--- src/rtl/ms_tick_stopwatch_if.sv ---
// ----------------------------------------------------------------------------
// ms_tick_stopwatch_if
// Bundles the stopwatch control inputs and display outputs.
//   master : drives tick/start/stop/clear/lap, observes status and BCD value
//   slave  : the stopwatch itself
// Signals:
//   tick        1 ms pulse, one clk cycle wide
//   start/stop  run control, level sampled each clk
//   clear       zero count, lap snapshot and overflow
//   lap         lap toggle, rising edge detected inside the stopwatch
//   running     state is RUN
//   lap_active  displayed value is the frozen lap snapshot
//   overflow    sticky wrap flag
//   ms_bcd      3 BCD digits of milliseconds
//   sec_bcd     2 BCD digits of seconds
//   min_bcd     2 BCD digits of minutes
// ----------------------------------------------------------------------------
interface ms_tick_stopwatch_if;
    logic        tick;
    logic        start;
    logic        stop;
    logic        clear;
    logic        lap;
    logic        running;
    logic        lap_active;
    logic        overflow;
    logic [11:0] ms_bcd;
    logic [7:0]  sec_bcd;
    logic [7:0]  min_bcd;

    modport master (
        output tick, start, stop, clear, lap,
        input  running, lap_active, overflow, ms_bcd, sec_bcd, min_bcd
    );

    modport slave (
        input  tick, start, stop, clear, lap,
        output running, lap_active, overflow, ms_bcd, sec_bcd, min_bcd
    );
endinterface

--- src/rtl/ms_tick_stopwatch.sv ---
// ----------------------------------------------------------------------------
// ms_tick_stopwatch
// Counts 1 ms tick pulses into a BCD mm:ss.mmm stopwatch with start/stop/clear
// control and a lap-freeze display.
// Ports:
//   clk    system clock, rising edge
//   reset  asynchronous, active-high reset
//   bus    ms_tick_stopwatch_if.slave (control inputs, status and BCD outputs)
// Parameter:
//   MAX_MIN  last minute value before MAX_MIN:59.999 wraps to 00:00.000 (1..99)
//
// state   | meaning
// IDLE    | cleared / never started, ticks ignored
// RUN     | ticks are counted
// PAUSED  | count held, start resumes
// ----------------------------------------------------------------------------
module ms_tick_stopwatch #(
    parameter int MAX_MIN = 59
) (
    input logic               clk,
    input logic               reset,
    ms_tick_stopwatch_if.slave bus
);

    localparam logic [1:0] S_IDLE   = 2'd0;
    localparam logic [1:0] S_RUN    = 2'd1;
    localparam logic [1:0] S_PAUSED = 2'd2;

    localparam logic [7:0] MIN_LAST = {4'(MAX_MIN / 10), 4'(MAX_MIN % 10)};

    logic [1:0]  r_state;
    logic [11:0] r_ms;
    logic [7:0]  r_sec;
    logic [7:0]  r_min;
    logic [11:0] r_snap_ms;
    logic [7:0]  r_snap_sec;
    logic [7:0]  r_snap_min;
    logic        r_lap_active;
    logic        r_overflow;
    logic        r_lap_d;

    logic        w_count;
    logic        w_lap_edge;
    logic        w_wrap;
    logic [11:0] w_ms_nxt;
    logic [7:0]  w_sec_nxt;
    logic [7:0]  w_min_nxt;

    function automatic logic [3:0] digit_inc(input logic [3:0] d);
        return (d == 4'd9) ? 4'd0 : d + 4'd1;
    endfunction

    function automatic logic [7:0] bcd2_inc(input logic [7:0] v);
        logic [7:0] r;
        r[3:0] = digit_inc(v[3:0]);
        r[7:4] = (v[3:0] == 4'd9) ? digit_inc(v[7:4]) : v[7:4];
        return r;
    endfunction

    assign w_count    = (r_state == S_RUN) && bus.tick && !bus.clear;
    assign w_lap_edge = bus.lap && !r_lap_d;

    // Digit-wise BCD carry chain so no binary intermediate ever reaches a register.
    always_comb begin
        w_ms_nxt  = r_ms;
        w_sec_nxt = r_sec;
        w_min_nxt = r_min;
        w_wrap    = 1'b0;
        if (w_count) begin
            w_ms_nxt[3:0] = digit_inc(r_ms[3:0]);
            if (r_ms[3:0] == 4'd9) begin
                w_ms_nxt[7:4] = digit_inc(r_ms[7:4]);
                if (r_ms[7:4] == 4'd9) begin
                    w_ms_nxt[11:8] = digit_inc(r_ms[11:8]);
                end
            end
            if (r_ms == 12'h999) begin
                if (r_sec == 8'h59) begin
                    w_sec_nxt = 8'h00;
                    if (r_min == MIN_LAST) begin
                        w_min_nxt = 8'h00;
                        w_wrap    = 1'b1;
                    end else begin
                        w_min_nxt = bcd2_inc(r_min);
                    end
                end else begin
                    w_sec_nxt = bcd2_inc(r_sec);
                end
            end
        end
    end

    always_ff @(posedge clk or posedge reset) begin
        if (reset) begin
            r_state      <= S_IDLE;
            r_ms         <= 12'h000;
            r_sec        <= 8'h00;
            r_min        <= 8'h00;
            r_snap_ms    <= 12'h000;
            r_snap_sec   <= 8'h00;
            r_snap_min   <= 8'h00;
            r_lap_active <= 1'b0;
            r_overflow   <= 1'b0;
            r_lap_d      <= 1'b0;
        end else begin
            r_lap_d <= bus.lap;
            if (bus.clear) begin
                r_state      <= S_IDLE;
                r_ms         <= 12'h000;
                r_sec        <= 8'h00;
                r_min        <= 8'h00;
                r_snap_ms    <= 12'h000;
                r_snap_sec   <= 8'h00;
                r_snap_min   <= 8'h00;
                r_lap_active <= 1'b0;
                r_overflow   <= 1'b0;
            end else begin
                r_ms  <= w_ms_nxt;
                r_sec <= w_sec_nxt;
                r_min <= w_min_nxt;
                if (w_wrap) begin
                    r_overflow <= 1'b1;
                end
                // Snapshot takes the post-increment value so a same-cycle tick is included.
                if (w_lap_edge && (r_state != S_IDLE)) begin
                    r_lap_active <= !r_lap_active;
                    if (!r_lap_active) begin
                        r_snap_ms  <= w_ms_nxt;
                        r_snap_sec <= w_sec_nxt;
                        r_snap_min <= w_min_nxt;
                    end
                end
                case (r_state)
                    S_IDLE:   if (bus.start && !bus.stop) r_state <= S_RUN;
                    S_RUN:    if (bus.stop) r_state <= S_PAUSED;
                    S_PAUSED: if (bus.start && !bus.stop) r_state <= S_RUN;
                    default:  r_state <= S_IDLE;
                endcase
            end
        end
    end

    assign bus.running    = (r_state == S_RUN);
    assign bus.lap_active = r_lap_active;
    assign bus.overflow   = r_overflow;
    assign bus.ms_bcd     = r_lap_active ? r_snap_ms  : r_ms;
    assign bus.sec_bcd    = r_lap_active ? r_snap_sec : r_sec;
    assign bus.min_bcd    = r_lap_active ? r_snap_min : r_min;

endmodule
--- src/flat_wrapper.sv ---
// flat-port wrapper written by rule: the top's interface ports become plain ports
module ms_tick_stopwatch_flat 
#(
    parameter int MAX_MIN = 59
)
  (clk, reset, bus_tick, bus_start, bus_stop, bus_clear, bus_lap, bus_running, bus_lap_active, bus_overflow, bus_ms_bcd, bus_sec_bcd, bus_min_bcd);
  ms_tick_stopwatch_if bus_i ();
  input logic clk;
  input logic reset;
  input wire logic [$bits(bus_i.tick)-1:0] bus_tick;
  input wire logic [$bits(bus_i.start)-1:0] bus_start;
  input wire logic [$bits(bus_i.stop)-1:0] bus_stop;
  input wire logic [$bits(bus_i.clear)-1:0] bus_clear;
  input wire logic [$bits(bus_i.lap)-1:0] bus_lap;
  output wire logic [$bits(bus_i.running)-1:0] bus_running;
  output wire logic [$bits(bus_i.lap_active)-1:0] bus_lap_active;
  output wire logic [$bits(bus_i.overflow)-1:0] bus_overflow;
  output wire logic [$bits(bus_i.ms_bcd)-1:0] bus_ms_bcd;
  output wire logic [$bits(bus_i.sec_bcd)-1:0] bus_sec_bcd;
  output wire logic [$bits(bus_i.min_bcd)-1:0] bus_min_bcd;
  assign bus_i.tick = bus_tick;
  assign bus_i.start = bus_start;
  assign bus_i.stop = bus_stop;
  assign bus_i.clear = bus_clear;
  assign bus_i.lap = bus_lap;
  assign bus_running = bus_i.running;
  assign bus_lap_active = bus_i.lap_active;
  assign bus_overflow = bus_i.overflow;
  assign bus_ms_bcd = bus_i.ms_bcd;
  assign bus_sec_bcd = bus_i.sec_bcd;
  assign bus_min_bcd = bus_i.min_bcd;
  ms_tick_stopwatch #(.MAX_MIN(MAX_MIN)) u_core (.clk(clk), .reset(reset), .bus(bus_i));
endmodule
--- config.mk ---
export PLATFORM = sky130hd
export DESIGN_NAME = ms_tick_stopwatch_flat
export DESIGN_NICKNAME = d
export VERILOG_FILES = /design/src/rtl/ms_tick_stopwatch_if.sv /design/src/rtl/ms_tick_stopwatch.sv /design/src/flat_wrapper.sv
export SDC_FILE = /design/constraint.sdc
export NUM_CORES = 1
export LEC_CHECK = 0
export CORE_ASPECT_RATIO = 1.25
export CORE_MARGIN = 4
export CORE_UTILIZATION = 57
export CTS_BUF_LIST = sky130_fd_sc_hd__clkbuf_4 sky130_fd_sc_hd__clkbuf_8 sky130_fd_sc_hd__clkbuf_16
export CTS_CLUSTER_DIAMETER = 60
export DETAILED_ROUTE_END_ITERATION = 7
export PLACE_DENSITY = 0.89
export SLEW_MARGIN = 20
export SYNTH_ARGS = -nofsm -noshare
export SYNTH_HDL_FRONTEND = slang
export SYNTH_SLANG_ARGS = --single-unit
export TNS_END_PERCENT = 5
--- constraint.sdc ---
create_clock -name clk -period 2.3 [get_ports clk]
set_input_delay 0.46 -clock clk [delete_from_list [all_inputs] [get_ports clk]]
set_output_delay 0.46 -clock clk [all_outputs]
set_load 0.03 [all_outputs]
Yosys cells after proc, flatten, opt, wreduce, memory -nomap -nowiden
Cells that the tools add are included.
- register bits after elaboration: 61
- output and inout port bits: 31
- word-level logic and storage cells: 94
- mux-type cells: 46
- equality and inequality tests: 15
- $add $sub $neg: 7
- reductions and logical operators: 16
- operator list (operator ; number):
    $mux W8 ; 18
    $mux W12 ; 6
    $mux W4 ; 10
    $add A4 B1 Y4 const B ; 7
    $eq A4 B4 Y1 const B ; 7
    $eq A8 B7 Y1 const B ; 2
    $eq A12 B12 Y1 const B ; 1
    $mux W1 ; 8
    $mux W2 ; 3
    $reduce_bool A2 Y1 ; 3
    $logic_and A1 B1 Y1 ; 5
    $logic_not A1 Y1 ; 4
    $pmux W2 S2 ; 1
    $reduce_and A2 Y1 ; 2
    $ne A3 B1 Y1 const B ; 1
    $ne A3 B3 Y1 const B ; 1
    $eq A2 B1 Y1 const B ; 1
    $eq A2 B2 Y1 const B ; 1
    $logic_not A2 Y1 ; 1
    $ne A2 B2 Y1 const B ; 1
    $reduce_or A2 Y1 ; 1

Logic depth before layout (Yosys ltp)
- word-level depth: 10
- mapped depth: 8
- depth with buffers taken out: 7

Worst setup path after synthesis
OpenSTA, ideal clock, no wires.
- path type: flip-flop to output port
- from: register u_core.r_lap_active, in the netlist u_core.bus.lap_active
- to: output bus_min_bcd[0]
- setup slack: 0.147 ns
- required time: 1.840 ns
- stages on the path, launching flop included: 4
- data arrival time: 1.693 ns
- path through: dfrtp_1 clkbuf_1 clkbuf_1 mux2_2
- longest elaborated chain between the ends: 1
- ends and longest elaborated chain (item ; RTL line ; text):
    start, declared ; ms_tick_stopwatch.sv:38 ; logic r_lap_active;
    start signal, assigned ; ms_tick_stopwatch.sv:126 ; r_lap_active <= !r_lap_active;
    $mux W8 ; ms_tick_stopwatch.sv:148 ; assign bus.min_bcd = r_lap_active ? r_snap_min : r_min;
    end, declared ; flat_wrapper.sv:20 ; output wire logic [$bits(bus_i.min_bcd)-1:0] bus_min_bcd;
No other way between the ends.

Worst setup path in the final report
- from: register u_core.r_state[0]
- to: output bus_running
- longest elaborated chain between the ends: 1
- ends and longest elaborated chain (item ; RTL line ; text):
    start, declared ; ms_tick_stopwatch.sv:31 ; logic [1:0] r_state;
    start signal, assigned ; ms_tick_stopwatch.sv:95 ; r_state <= S_IDLE;
    start signal, assigned ; ms_tick_stopwatch.sv:108 ; r_state <= S_IDLE;
    start signal, assigned ; ms_tick_stopwatch.sv:134 ; S_IDLE: if (bus.start && !bus.stop) r_state <= S_RUN;
    $eq A2 B1 Y1 ; ms_tick_stopwatch.sv:143 ; assign bus.running = (r_state == S_RUN);
    end, declared ; flat_wrapper.sv:15 ; output wire logic [$bits(bus_i.running)-1:0] bus_running;
No other way between the ends.

==> flow_summary.yaml <==
power_and_ir_drop:
  leakagePower_uw: 0.00193
  clkPwrFrac_pct: 43.6
  peakVddDrop_mv: 0.385
  p_comb_share_pct: 6.1
  switching_share_pct: 23.5
  power.total_uw: 2190
  power.density_mw_per_mm2: 524
  power.switching_uw: 513
  p_int_uw: 1670
  seqPwrFrac_pct: 50.2
clock_tree:
  h-tree-depth: 3
  cts.sinks: 61
  cts_tree: "done"
  hold_buffers: 0
  cts_setup_buffers: 0
  cts_buffer_depth: 2
  cts_buffers: 9
  root_buffer: "clkbuf_8"
  clk_pin_slew_ns: 0.07
  clk_latency_ns: 0.34
worst_setup_path:
  startpoint: "u_core.r_state[0]$_DFFE_PP0P_"
  start_kind: "register"
  crit_required_ns: 1.84
  crit_family: "buffers and inverters"
  cpMaxStageDelayCell: "clkdlybuf4s50_1"
  path_class: "register to primary output"
  cp_num_buf_inv: 2
  critical_path.cell_chain: "inv_1 -> nor2_1 -> clkdlybuf4s50_1"
  critPathMaxFanout: 5
  max_stage_delay_ns: 0.70
  arrival_ns: 1.72
  reg2reg_from: "u_core.r_ms[9]$_DFF_PP0_"
  worst_setup_path_end_kind: "primary output"
floorplan:
  fp-row-count: 31
  start_util_pct: 59.2
  die_w_um: 77.6
  dieArea_mm2: 0.00736
  coreArea_mm2: 0.00582
  die_h_um: 94.9
  io_pins: 38
logic_synthesis:
  ys_ff_latch: 61
  ys_async_sr_fraction_pct: 100
  synth_fp_nets: 384
  synth_cells: 367
  synth_edf_count: 0
  synth_area_mm2: 0.00345
  avgSynthCellArea_um2: 9.39
  ys_warn_count: 0
  synthFlopType: "dfrtp_1"
  yosysSeqAreaShare_pct: 44.3
  synthDistinctLibCells: 54
timing:
  max_freq_ghz: 0.459
  worst_slew_pin_slew_ns: 0.635
  rsz0062_at_grt: "no"
  max_slew_margin_pct: 57.7
  drv_slew: 0
  hold_viol_final: 0
  final-setup-viol-count: 0
  period_needed_ns: 2.18
  fin_crit_sh_pct: 94.7
  fin_skew_ns: 0.00957
  finalSetupTns_ns: 0
cells_and_area:
  drive_gt1_share_pct: 19.2
  syn2layout_area_growth_pct: 20.9
  fin_nets: 433
  diodes: 0
  n_fill_cell: 418
global_routing:
  use_met3_pct: 3.82
  grt_max_degree: 62
  grt_use_met1_pct: 28.2
  grt_antenna_before_repair: 0
  use_met2_pct: 41.4
  grt_pass1_vias: 2945
  grt_overflow: 0
  top_usage_layer: "met2"
  grt_use_total_pct: 23.7
  grt_first_pass_wirelength_mm: 13.8
hold_path:
  hold_class: "primary input to asynchronous set/reset pin"
detailed_routing:
  wirelength_mm: 8.09
  drc: 0
  vias: 2974
  detail_route.first_pass.iterations: 4
  via_per_inst: 6.11
  ant_nets: 0
  wl_per_cell_um: 16.6
  drt_iter0_markers: 258
placement:
  place_congestion: 0.902
  port_buffers: 37
  dp_hpwl_mm: 5.56
outcome:
  status: "finished clean"
job:
  maxCapViolCount: 0
cell type report:
type,count,area [µm²],share of cell area [%]
clock buffer,11,145,3.48
clock inverter,5,50.0,1.20
inverter,12,45.0,1.08
multi-input combinational,271,1770,42.5
sequential,61,1530,36.6
tap,66,82.6,1.98
timing repair buffer,61,548,13.1
Yosys cell counts, drive strengths merged (5+ instances only):
library cell  count  area (µm²)
xor2              5        43.8
nor3             12        60.1
or3               5        31.3
inv              12        45.0
nand2b            7        43.8
dfrtp            61        1530
nor2             62         233
nand4             7        65.1
o21ai            19        95.1
and3b             5        43.8
a21oi            18        90.1
ha               10         125
mux2             23         259
nand2            22        82.6
buf               5        41.3
nand3b            5        37.5
clkbuf           18        67.6
a211oi           19         153
nand3             7        35.0
layout by cell type (no fill, tap or decap), types with 2 or more instances in the layout:
cell             netlist  layout
mux2i_1                4       4
dfrtp_1               61      61
inv_1                 12      11
buf_4                  2      29
or3_1                  5       5
mux2_2                23      23
o21ai_0               19      19
nand3_1                7       7
dlygate4sd2_1          0      20
a21oi_1               18      18
nor3_1                12      11
clkinv_2               0       4
nand3b_1               5       5
a22oi_1                3       3
nand2b_1               7       7
clkbuf_8               0      10
and3b_1                5       5
and2_1                 3       3
a211oi_2               2       2
ha_1                  10      10
clkdlybuf4s50_1        0       7
a211oi_1              17      17
nor2_1                62      62
nor4bb_1               2       2
xor2_1                 5       5
nand4_1                5       5
xnor2_1                4       4
buf_12                 0       4
nand4b_1               2       2
nor4_1                 4       4
nand2_1               22      22
through the flow:
stage | cells | worst slack, ns | util (%) | hold WS, ns | cell area, µm²
floorplan | 367 | 0.147 | - | 0.443 | 3450
global placement | 471 | -0.0538 | 68.7 | 0.455 | 4000
detailed placement | 471 | -0.101 | 68.7 | 0.477 | 4000
CTS | 487 | 0.123 | 71.7 | 0.452 | 4170
global route | 487 | 0.00758 | 71.7 | 0.502 | 4170
finish | 487 | 0.121 | 71.7 | 0.443 | 4170
sequential cells by signal, indices dropped and copies added (netlist names):
name / count
u_core.bus.lap_active: 1
u_core.bus.overflow: 1
u_core.r_lap_d: 1
u_core.r_min: 8
u_core.r_ms: 12
u_core.r_sec: 8
u_core.r_snap_min: 8
u_core.r_snap_ms: 12
u_core.r_snap_sec: 8
u_core.r_state: 2
kinds of logic (layout without fill, tap and decap cells):
logic type,after synthesis,in the layout,share of synthesized area [%]
and+or+nand+nor,152,152,22.9
AOI/OAI and AO/OA,73,73,13.8
buffers and inverters,35,89,4.46
xor gates and xnor gates,9,9,2.29
muxes,27,27,8.68
DFF,61,61,44.3
adders and majority gates,10,10,3.63
per-layer routing:
layer,part of all wire (%),up-vias
li1,-,1408
met1,41,1464
met2,52,84
met3,4.0,18
met4,2.6,0
met5,0,-
worst paths after layout:
| check | cells after the start | end | slack, ns |
|---|---|---|---|
| worst max-delay path | 3 | bus_running | 0.12 |
| worst min-delay path | 2 | u_core.r_state[0]$_DFFE_PP0P_ | 0.44 |
| worst max register to register | 7 | u_core.r_snap_sec[4]$_DFFE_PP0P_ | 0.14 |
| worst min register to register | 2 | u_core.r_snap_ms[4]$_DFFE_PP0P_ | 0.50 |
| max in group asynchronous | 3 | u_core.r_snap_min[1]$_DFFE_PP0P_ | 1.37 |
| min in group clk | 2 | u_core.r_snap_ms[4]$_DFFE_PP0P_ | 0.50 |
power by group through the flow:
stage | sequential (µW) | clock, µW | combinational [µW]
after global routing | 1100 | 1010 | 147
after CTS | 1100 | 962 | 135
after floorplan | 1120 | 0 | 83.1
after detailed placement | 1120 | 0 | 136
final | 1100 | 953 | 134
after global placement | 1120 | 0 | 133
timing repair:
action	4_1_cts	5_1_grt
endpoints found under the hold margin	0	0
resized for setup	20	0
setup endpoints to repair	20	0
(Power assumes the default switching activity.)
